## config.mk

```make
export PLATFORM = sky130hd
export DESIGN_NAME = a1000_sram_bridge
export DESIGN_NICKNAME = d
export VERILOG_FILES = /design/src/rtl/a1000_sram_bridge.sv
export SDC_FILE = /design/constraint.sdc
export NUM_CORES = 1
export LEC_CHECK = 0
export CORE_MARGIN = 2
export CORE_UTILIZATION = 30
export DETAILED_ROUTE_END_ITERATION = 8
export PLACE_DENSITY = 0.44
export SLEW_MARGIN = 25
export SYNTH_ARGS = -nofsm -noshare
export SYNTH_HDL_FRONTEND = slang
export SYNTH_SLANG_ARGS = --single-unit
```

## constraint.sdc

```tcl
create_clock -name clk -period 3.17 [get_ports clk]
set_input_delay 0.317 -clock clk [delete_from_list [all_inputs] [get_ports clk]]
set_output_delay 0.317 -clock clk [all_outputs]
set_load 0.02 [all_outputs]
```

## src/rtl/a1000_sram_bridge.sv

```systemverilog
// a1000_sram_bridge: oversampled A1000 DRAM strobe decoder driving an async SRAM.
// Inputs are synchronised and glitch-filtered; every SRAM-facing output is registered.
module a1000_sram_bridge #(
  parameter int DRA_W        = 8,
  parameter int NUM_BANKS    = 2,
  parameter int SYNC_STAGES  = 2,
  parameter int FILT_CYCLES  = 2,
  parameter int SETUP_CYCLES = 1,
  localparam int BANK_W      = (NUM_BANKS > 1) ? $clog2(NUM_BANKS) : 1
) (
  input  logic                      clk,
  input  logic                      rst_n,
  input  logic                      ras_n,
  input  logic                      rrw_n,
  input  logic [NUM_BANKS-1:0]      casl_n,
  input  logic [NUM_BANKS-1:0]      casu_n,
  input  logic [DRA_W-1:0]          dra,
  output logic [BANK_W+2*DRA_W-1:0] sram_a,
  output logic                      ce2,
  output logic                      ce1_l_n,
  output logic                      ce1_u_n,
  output logic                      oe_n,
  output logic                      we_n,
  output logic                      cbr_refresh,
  output logic                      err_multi_bank
);

  localparam int NS   = 2 + 2 * NUM_BANKS;
  localparam int L_IN = SYNC_STAGES + FILT_CYCLES;
  localparam int FC_W = $clog2(FILT_CYCLES + 1);
  localparam int SC_W = $clog2(SETUP_CYCLES + 1);
  localparam int AW   = BANK_W + 2 * DRA_W;

  typedef enum logic [2:0] {
    IDLE    = 3'd0,
    ROW     = 3'd1,
    SETUP   = 3'd2,
    ACTIVE  = 3'd3,
    REFRESH = 3'd4
  } state_t;

  logic [NS-1:0]          raw_s;
  logic [NS-1:0]          sync_r [SYNC_STAGES];
  logic [SYNC_STAGES-1:0] vld_r;
  logic [NS-1:0]          flt_r;
  logic [FC_W-1:0]        fcnt_r [NS];
  logic [DRA_W-1:0]       dra_r [L_IN];
  logic [NUM_BANKS-1:0]   casl_f_s, casu_f_s, act_s;
  logic                   cas_any_s, multi_s;
  logic                   ras_fall_s, ras_rise_s, cas_rise_s, cas_fall_s;
  logic [BANK_W-1:0]      bank_s;
  logic                   lane_l_s, lane_u_s;
  state_t                 state_r;
  logic                   ras_prev_r, cas_prev_r, armed_r;
  logic                   read_r, lane_l_r, lane_u_r;
  logic [SC_W-1:0]        scnt_r;

  // Bit 0 is RAS, bit 1 is R/W, then the lower and upper CAS lanes.
  assign raw_s = {casu_n, casl_n, rrw_n, ras_n};

  // Synchroniser chain plus the matching address delay line.
  always_ff @(posedge clk or negedge rst_n) begin
    if (!rst_n) begin
      for (int i = 0; i < SYNC_STAGES; i++) sync_r[i] <= {NS{1'b1}};
      for (int i = 0; i < L_IN; i++) dra_r[i] <= {DRA_W{1'b0}};
      vld_r <= {SYNC_STAGES{1'b0}};
    end else begin
      sync_r[0] <= raw_s;
      for (int i = 1; i < SYNC_STAGES; i++) sync_r[i] <= sync_r[i-1];
      dra_r[0] <= dra;
      for (int i = 1; i < L_IN; i++) dra_r[i] <= dra_r[i-1];
      vld_r <= {vld_r[SYNC_STAGES-2:0], 1'b1};
    end
  end

  // Per-signal filter: accept a new level only after FILT_CYCLES equal samples.
  always_ff @(posedge clk or negedge rst_n) begin
    if (!rst_n) begin
      flt_r <= {NS{1'b1}};
      for (int i = 0; i < NS; i++) fcnt_r[i] <= {FC_W{1'b0}};
    end else begin
      for (int i = 0; i < NS; i++) begin
        if (sync_r[SYNC_STAGES-1][i] == flt_r[i]) begin
          fcnt_r[i] <= {FC_W{1'b0}};
        end else if (fcnt_r[i] == FC_W'(FILT_CYCLES - 1)) begin
          flt_r[i]  <= sync_r[SYNC_STAGES-1][i];
          fcnt_r[i] <= {FC_W{1'b0}};
        end else begin
          fcnt_r[i] <= fcnt_r[i] + FC_W'(1);
        end
      end
    end
  end

  assign casl_f_s   = flt_r[2 +: NUM_BANKS];
  assign casu_f_s   = flt_r[2 + NUM_BANKS +: NUM_BANKS];
  assign act_s      = ~casl_f_s | ~casu_f_s;
  assign cas_any_s  = |act_s;
  assign multi_s    = ($countones(act_s) > 32'd1);
  assign ras_fall_s = ras_prev_r & ~flt_r[0];
  assign ras_rise_s = ~ras_prev_r & flt_r[0];
  assign cas_rise_s = cas_any_s & ~cas_prev_r;
  assign cas_fall_s = ~cas_any_s & cas_prev_r;

  // Lowest-index active bank wins; its lanes become the latched lane enables.
  always_comb begin
    bank_s   = {BANK_W{1'b0}};
    lane_l_s = 1'b0;
    lane_u_s = 1'b0;
    for (int i = NUM_BANKS - 1; i >= 0; i--) begin
      bank_s   = act_s[i] ? BANK_W'(i) : bank_s;
      lane_l_s = act_s[i] ? ~casl_f_s[i] : lane_l_s;
      lane_u_s = act_s[i] ? ~casu_f_s[i] : lane_u_s;
    end
  end

  // Access sequencer with registered SRAM strobes; a RAS rise always wins.
  always_ff @(posedge clk or negedge rst_n) begin
    if (!rst_n) begin
      state_r        <= IDLE;
      sram_a         <= {AW{1'b0}};
      ce2            <= 1'b0;
      ce1_l_n        <= 1'b1;
      ce1_u_n        <= 1'b1;
      oe_n           <= 1'b1;
      we_n           <= 1'b1;
      cbr_refresh    <= 1'b0;
      err_multi_bank <= 1'b0;
      ras_prev_r     <= 1'b1;
      cas_prev_r     <= 1'b0;
      armed_r        <= 1'b0;
      read_r         <= 1'b1;
      lane_l_r       <= 1'b0;
      lane_u_r       <= 1'b0;
      scnt_r         <= {SC_W{1'b0}};
    end else begin
      cbr_refresh    <= 1'b0;
      err_multi_bank <= 1'b0;
      ras_prev_r     <= flt_r[0];
      cas_prev_r     <= cas_any_s;
      // A RAS that was already low at reset release must be seen high first.
      if (vld_r[SYNC_STAGES-1] && sync_r[SYNC_STAGES-1][0]) armed_r <= 1'b1;
      if (ras_rise_s) begin
        state_r <= IDLE;
        ce2     <= 1'b0;
        ce1_l_n <= 1'b1;
        ce1_u_n <= 1'b1;
        oe_n    <= 1'b1;
        we_n    <= 1'b1;
      end else begin
        case (state_r)
          IDLE: begin
            if (ras_fall_s && armed_r) begin
              if (cas_any_s) begin
                state_r     <= REFRESH;
                cbr_refresh <= 1'b1;
              end else begin
                state_r            <= ROW;
                ce2                <= 1'b1;
                sram_a[DRA_W-1:0]  <= dra_r[L_IN-1];
              end
            end
          end
          ROW: begin
            if (cas_rise_s) begin
              sram_a[2*DRA_W-1:DRA_W] <= dra_r[L_IN-1];
              sram_a[AW-1:2*DRA_W]    <= bank_s;
              read_r                  <= flt_r[1];
              lane_l_r                <= lane_l_s;
              lane_u_r                <= lane_u_s;
              err_multi_bank          <= multi_s;
              scnt_r                  <= {SC_W{1'b0}};
              state_r                 <= SETUP;
            end
          end
          SETUP: begin
            if (cas_fall_s) begin
              state_r <= ROW;
            end else if (scnt_r == SC_W'(SETUP_CYCLES - 1)) begin
              state_r <= ACTIVE;
              ce1_l_n <= ~lane_l_r;
              ce1_u_n <= ~lane_u_r;
              oe_n    <= ~read_r;
              we_n    <= read_r;
            end else begin
              scnt_r <= scnt_r + SC_W'(1);
            end
          end
          ACTIVE: begin
            if (cas_fall_s) begin
              state_r <= ROW;
              ce1_l_n <= 1'b1;
              ce1_u_n <= 1'b1;
              oe_n    <= 1'b1;
              we_n    <= 1'b1;
            end
          end
          REFRESH: state_r <= REFRESH;
          default: state_r <= IDLE;
        endcase
      end
    end
  end

endmodule

```

### Word level (Yosys, flattened, before mapping)

Index checks and enable logic that the tools add are counted.

| storage, ports and cells | value |
|---|---|
| register bits after elaboration | 98 |
| input bits | 16 |
| logic and storage cells | 173 |

| cells by class | value |
|---|---|
| add/subtract/negate cells | 8 |
| $lt $le $gt $ge | 1 |
| equality and inequality tests | 25 |
| multiplexer cells | 58 |
| bitwise gates (word level) | 25 |
| reduce and logical (&&, ||, !) cells | 20 |

Operators with widths:

| kind | count |
|---|---|
| $mux W1 | 33 |
| $mux W2 | 12 |
| $mux W3 | 7 |
| $not A1 Y1 | 18 |
| $reduce_and A4 Y1 | 4 |
| $ne A3 B3 Y1 const B | 5 |
| $pmux W3 S5 | 1 |
| $add A2 B1 Y2 const B | 6 |
| $eq A2 B1 Y1 const B | 6 |
| $reduce_and A2 Y1 | 6 |
| $pmux W1 S2 | 5 |
| $eq A1 B1 Y1 | 6 |
| $eq A3 B2 Y1 const B | 2 |
| $reduce_and A3 Y1 | 2 |
| $reduce_bool A2 Y1 | 3 |
| $and A1 B1 Y1 | 4 |
| $ne A2 B2 Y1 const B | 2 |
| $ne A4 B4 Y1 const B | 1 |
| $not A2 Y2 | 2 |
| $eq A3 B1 Y1 const B | 1 |
| $eq A3 B3 Y1 const B | 1 |
| $logic_not A3 Y1 | 1 |
| $reduce_bool A3 Y1 | 1 |
| $add A1 B1 Y2 | 1 |
| other kinds (6) | 7 |

### Depth between registers and ports, before layout

| logic depth | value |
|---|---|
| word-level depth | 8 |
| gate-level depth with buffers | 7 |
| depth with buffers taken out | 5 |

### Worst setup path after synthesis

No wires, ideal clock.

| timing path | value |
|---|---|
| path kind | register -> register |
| from | register ras_prev_r |
| to | register sram_a[0] |
| arrival | 1.663 ns |
| slack | 1.382 ns |
| stages on the path, launching flop included | 6 |
| buffers on the path | 1 |
| path through | dfstp_2 -> nand3b_4 -> or4_1 -> or2_1 -> buf_6 -> mux2_4 |

| between the ends | value |
|---|---|
| cells in the longest elaborated chain, start to end | 4 |
| elaborated cells on any way between the ends | 6 |

RTL lines:

| what | line | text |
|---|---|---|
| start: declaration | 54 | `logic ras_prev_r, cas_prev_r, armed_r;` |
| start signal: assignment | 139 | `ras_prev_r <= flt_r[0];` |
| $not A1 Y1 | 101 | `assign ras_rise_s = ~ras_prev_r & flt_r[0];` |
| $and A1 B1 Y1 | 101 |  |
| $not A1 Y1 (no source line) | n/a |  |
| $reduce_and A4 Y1 (no source line) (*) | n/a |  |
| end signal: assignment | 121 | `sram_a <= {AW{1'b0}};` |
| end signal: indexed assignment | 160 | `sram_a[DRA_W-1:0] <= dra_r[L_IN-1];` |
| end signal: indexed assignment | 166 | `sram_a[2*DRA_W-1:DRA_W] <= dra_r[L_IN-1];` |
| end: declaration | 18 | `output logic [BANK_W+2*DRA_W-1:0] sram_a,` |

Mark *: on every way between the ends. The rest lies on a longest branch, timed or not.
A chain may end at the register's enable or synchronous reset.

### Worst setup path after layout

| timing path | value |
|---|---|
| from | register flt_r[0] |
| to | register sram_a[14] |

| between the ends | value |
|---|---|
| cells in the longest elaborated chain, start to end | 3 |

RTL lines:

| what | line | text |
|---|---|---|
| start: declaration | 45 | `logic [NS-1:0] flt_r;` |
| start signal: assignment | 79 | `flt_r <= {NS{1'b1}};` |
| start signal: indexed assignment | 86 | `flt_r[i] <= sync_r[SYNC_STAGES-1][i];` |
| $and A1 B1 Y1 | 101 |  |
| $not A1 Y1 (no source line) | n/a |  |
| $reduce_and A3 Y1 (no source line) | n/a |  |

Every way passes these cells.

==> results.txt <==
----------------------------------------------------
[STA]
  Hold violation count in the final report ... 0
  Worst max-slew margin expressed relative to the limit ... 52.6%
  Skew final ... 0.0129 ns
  Setup-violating endpoint count in the final report ... 0
  RSZ-0062 raised after global routing ... false
  Setup TNS Final ... 0 ns
  Minimum clock period ... 2.17 ns
  Share of the cycle needed by the critical path after routing ... between 60 and 70%
  Slew at the pin closest to its max-slew limit ... 0.711 ns
  Final Slew Violations ... 0
  Max Clock Freq ... 0.460 GHz

[Logic synthesis]
  Cell taking the most area after synthesis ... dfrtp_1
  Net count after synthesis ... around 220
  Synth top area cells ... dfrtp_1 (56%), dfstp_2 (19%), mux2_4 (3.7%)
  Syn Area/Cell ... around 16 sq um
  Synth cell count leaders ... dfrtp_1 (73), dfstp_2 (24), nor2_1 (16), mux2_1 (8), mux2_4 (8)
  Synthesized area ... 3240 sq um
  Gate Count Post-Synth ... 200
  Library cells used by synthesis ... 35
  Yosys warnings ... 0
  Most used standard cell by instance count after synthesis ... dfrtp_1
  Seq/Total Area, Yosys ... 75.9%
  Fraction of post-synthesis cell area in the top cell type by area ... 56.5%
  Number of enable-type register cells in the synthesized netlist ... 0
  Number of synthesized register bits ... 97
  Main flop type after synthesis ... dfrtp_1
  Asr flop ratio synth ... 100%

[Critical path]
  Endpoint class of the critical path ... register
  R2r worst-path depth ... 4
  Top Family by Delay on Critical Path ... simple AND/OR/NAND/NOR gates
  Arrival time of data at the critical path endpoint ... 2.41 ns
  Combined buffer and inverter count along the critical path ... 0
  Cell count along the critical path ... 4
  Maximum fanout along the worst path ... 13
  Cell at the slowest stage of the critical path ... dfstp_2
  Slowest cell delay on critical path ... 0.58 ns
  Worst endpoint required time ... 3.40 ns
  Classification of the worst setup path ... register to register
  CP cell instances ... nor2b_1 > nor2_1 > and4b_1 > mux2_1
  Slack of the worst reg-to-reg path ... 1.0 ns
  Startpoint types ... register

[Clock network]
  Clock sinks ... 97
  H-tree Lvls ... 3
  Total of hold buffers inserted after clock tree synthesis ... 1
  Number of buffers inserted by post-CTS setup repair ... 0
  Clock insertion delay at the later pin of the skew report ... roughly 0.35 ns
  Clock tree from TritonCTS ... done
  Number of buffers on the longest clock path ... 2
  Post-CTS clock slew at the launch and capture registers of the worst setup and hold paths ... approximately 0.10 ns
  Num CTS Buffers ... 9
  Buffer type at the clock tree root ... clkbuf_8
  Resized Gates After CTS ... 0

[Floorplan]
  Total I/O pin count ... 40
  Placeable core region ... 10400 sq um
  Height of the chip ... 108 microns
  Die span in x ... 108 microns
  Rows ... 37
  DIE AREA ... 11600 sq um
  Initial standard-cell utilization of the core ... 31.1%

[Global route]
  Vias in the first global route ... approximately 1700
  Total track usage ... 9.35%
  Pin count of the biggest net entering global routing ... 55
  Overflow after GRT ... 0
  Number of antenna violations at the first check in global routing ... 0
  Global-route wire length before repair ... 8.27 mm

[Power]
  Leakage power summed over all cells ... 0.00175 uW
  Pwr dens ... 709 nW/um^2
  Tot Pwr ... 2810 uW
  Largest voltage drop on the vdd net ... 246 uV

[Detailed routing]
  Uppermost metal layer occupied by signal nets ... met4
  Detail Route met3 WL ... 183 microns
  Number of remaining DRC errors ... 0
  Metal2 WL ... 2.19 mm
  Met1 WL ... 2.26 mm
  Number of iterations in the first detailed-routing pass ... 4
  Starting DRC count in detailed routing ... 54
  Via count ... 1578
  Via-per-instance ratio ... 4.07
  Post-detailed-routing wire length ... 4.75 mm
  DR WL/cell ... 12.2 microns
  Number of nets with antenna violations after detailed routing ... 0

[Finish]
  Number of inserted diodes ... 0
  Net count, final ... 263
  Layout cell share with drive strength beyond 1 ... 23.4%
  Layout-stage area growth over the synthesis result ... 22.5%
  # fillers ... 1017

[Placed design]
  Placer Congestion ... 0.706
  Count of input and output buffers ... 39
  Hpwl dp ... 3.06 mm

[Status]
  Run status ... finished clean

[Run]
  Reported max-cap violation count ... 0

[Min path]
  Path type of the worst min-delay path ... register to register
  Count of cells along the worst hold path ... 0

----------------------------------------------------
==> layout make-up <==
cell class                 count  area [sq um]  area share, %
clock buffer                  11           141           3.57
clock inverter                 5          40.0           1.01
inverter                       8          32.5          0.820
multi-input combinational     90           706           17.8
sequential                    97          2460           62.0
tap                          136           170           4.29
timing repair buffer          41           418           10.5
==> per-stage QoR <==
stage / util [%] / area [sq um] / cells / hold slack [ns] / worst slack [ns]
after floorplan: - / 3240 / 200 / 0.0214 / 1.38
after global placement: 36.2 / 3770 / 371 / 0.332 / 1.06
after detailed placement: 36.2 / 3770 / 371 / 0.335 / 0.971
after CTS: 38.1 / 3970 / 388 / 0.333 / 0.966
after global routing: 38.1 / 3970 / 388 / 0.332 / 0.771
final: 38.1 / 3970 / 388 / 0.338 / 0.998
==> cells in the final DEF (no fill, tap or decap), drive strengths merged <==
cell / netlist / final
o21a: 1 / 1
clkinv: 0 / 3
a21o: 1 / 1
a31o: 2 / 2
mux2i: 1 / 1
clkdlybuf4s50: 0 / 38
a21oi: 4 / 4
and4: 1 / 1
xnor2: 6 / 6
nor4: 1 / 1
nand2b: 1 / 1
or2: 1 / 1
o22a: 1 / 1
inv: 8 / 9
a22oi: 4 / 4
clkbuf: 1 / 11
nand3b: 1 / 1
dfrtp: 73 / 73
dlygate4sd3: 0 / 1
and4b: 2 / 2
conb: 1 / 1
or4: 1 / 1
nor2: 16 / 16
o21ai: 4 / 4
clkinvlp: 0 / 1
and2: 4 / 4
mux2: 23 / 23
buf: 4 / 2
nand2: 3 / 3
and3: 2 / 2
nor3: 3 / 3
dfstp: 24 / 24
a2bb2oi: 1 / 1
nor2b: 5 / 5
==> logic make-up (layout without fill, tap and decap cells) <==
group                  count (synthesis)  after routing  share of synthesized area [%]
XOR/XNOR                               6              6                           1.62
flip-flops                            97             97                           75.9
other                                  1              1                          0.116
AND/OR/NAND/NOR                       41             41                           7.12
AO/OA/AOI/OAI                         18             18                           3.71
buffers and inverters                 13             65                           2.24
multiplexers                          24             24                           9.24
==> report_power, final <==
part	switching, uW	internal (uW)	total (uW)
Clock	419	313	731
Sequential	127	1450	1570
Combinational	224	280	503
Total	769	2040	2810
==> worst paths after layout <==
| kind | from | endpoint |
|---|---|---|
| max in group asynchronous | rst_n | ce1_u_n$_DFFE_PN1P_ |
| hold reg to reg | dra_r[15]$_DFF_PN0_ | dra_r[7]$_DFF_PN0_ |
| setup / recovery | flt_r[0]$_DFFE_PN1P_ | sram_a[14]$_DFFE_PN0P_ |
| hold / removal | dra_r[15]$_DFF_PN0_ | dra_r[7]$_DFF_PN0_ |
| min in group asynchronous | rst_n | dra_r[30]$_DFF_PN0_ |
| setup reg to reg | flt_r[0]$_DFFE_PN1P_ | sram_a[14]$_DFFE_PN0P_ |
==> registers in the layout, summed over array words and instances (netlist names) <==
name / cells
ras_prev_r: 1
state_r: 3
read_r: 1
armed_r: 1
we_n: 1
flt_r: 6
err_multi_bank: 1
ce1_u_n: 1
ce1_l_n: 1
cas_prev_r: 1
lane_u_r: 1
oe_n: 1
dra_r: 32
lane_l_r: 1
cbr_refresh: 1
sram_a: 17
vld_r: 2
fcnt_r: 12
ce2: 1
sync_r: 12
==> routing by layer <==
layer | track usage, % | vias to the layer above
li1 | - | 756
met1 | 12.1 | 787
met2 | 14.2 | 27
met3 | 2.78 | 8
met4 | 4.67 | 0
met5 | 0 | -
Note: power is estimated with default switching activity, not from simulation.
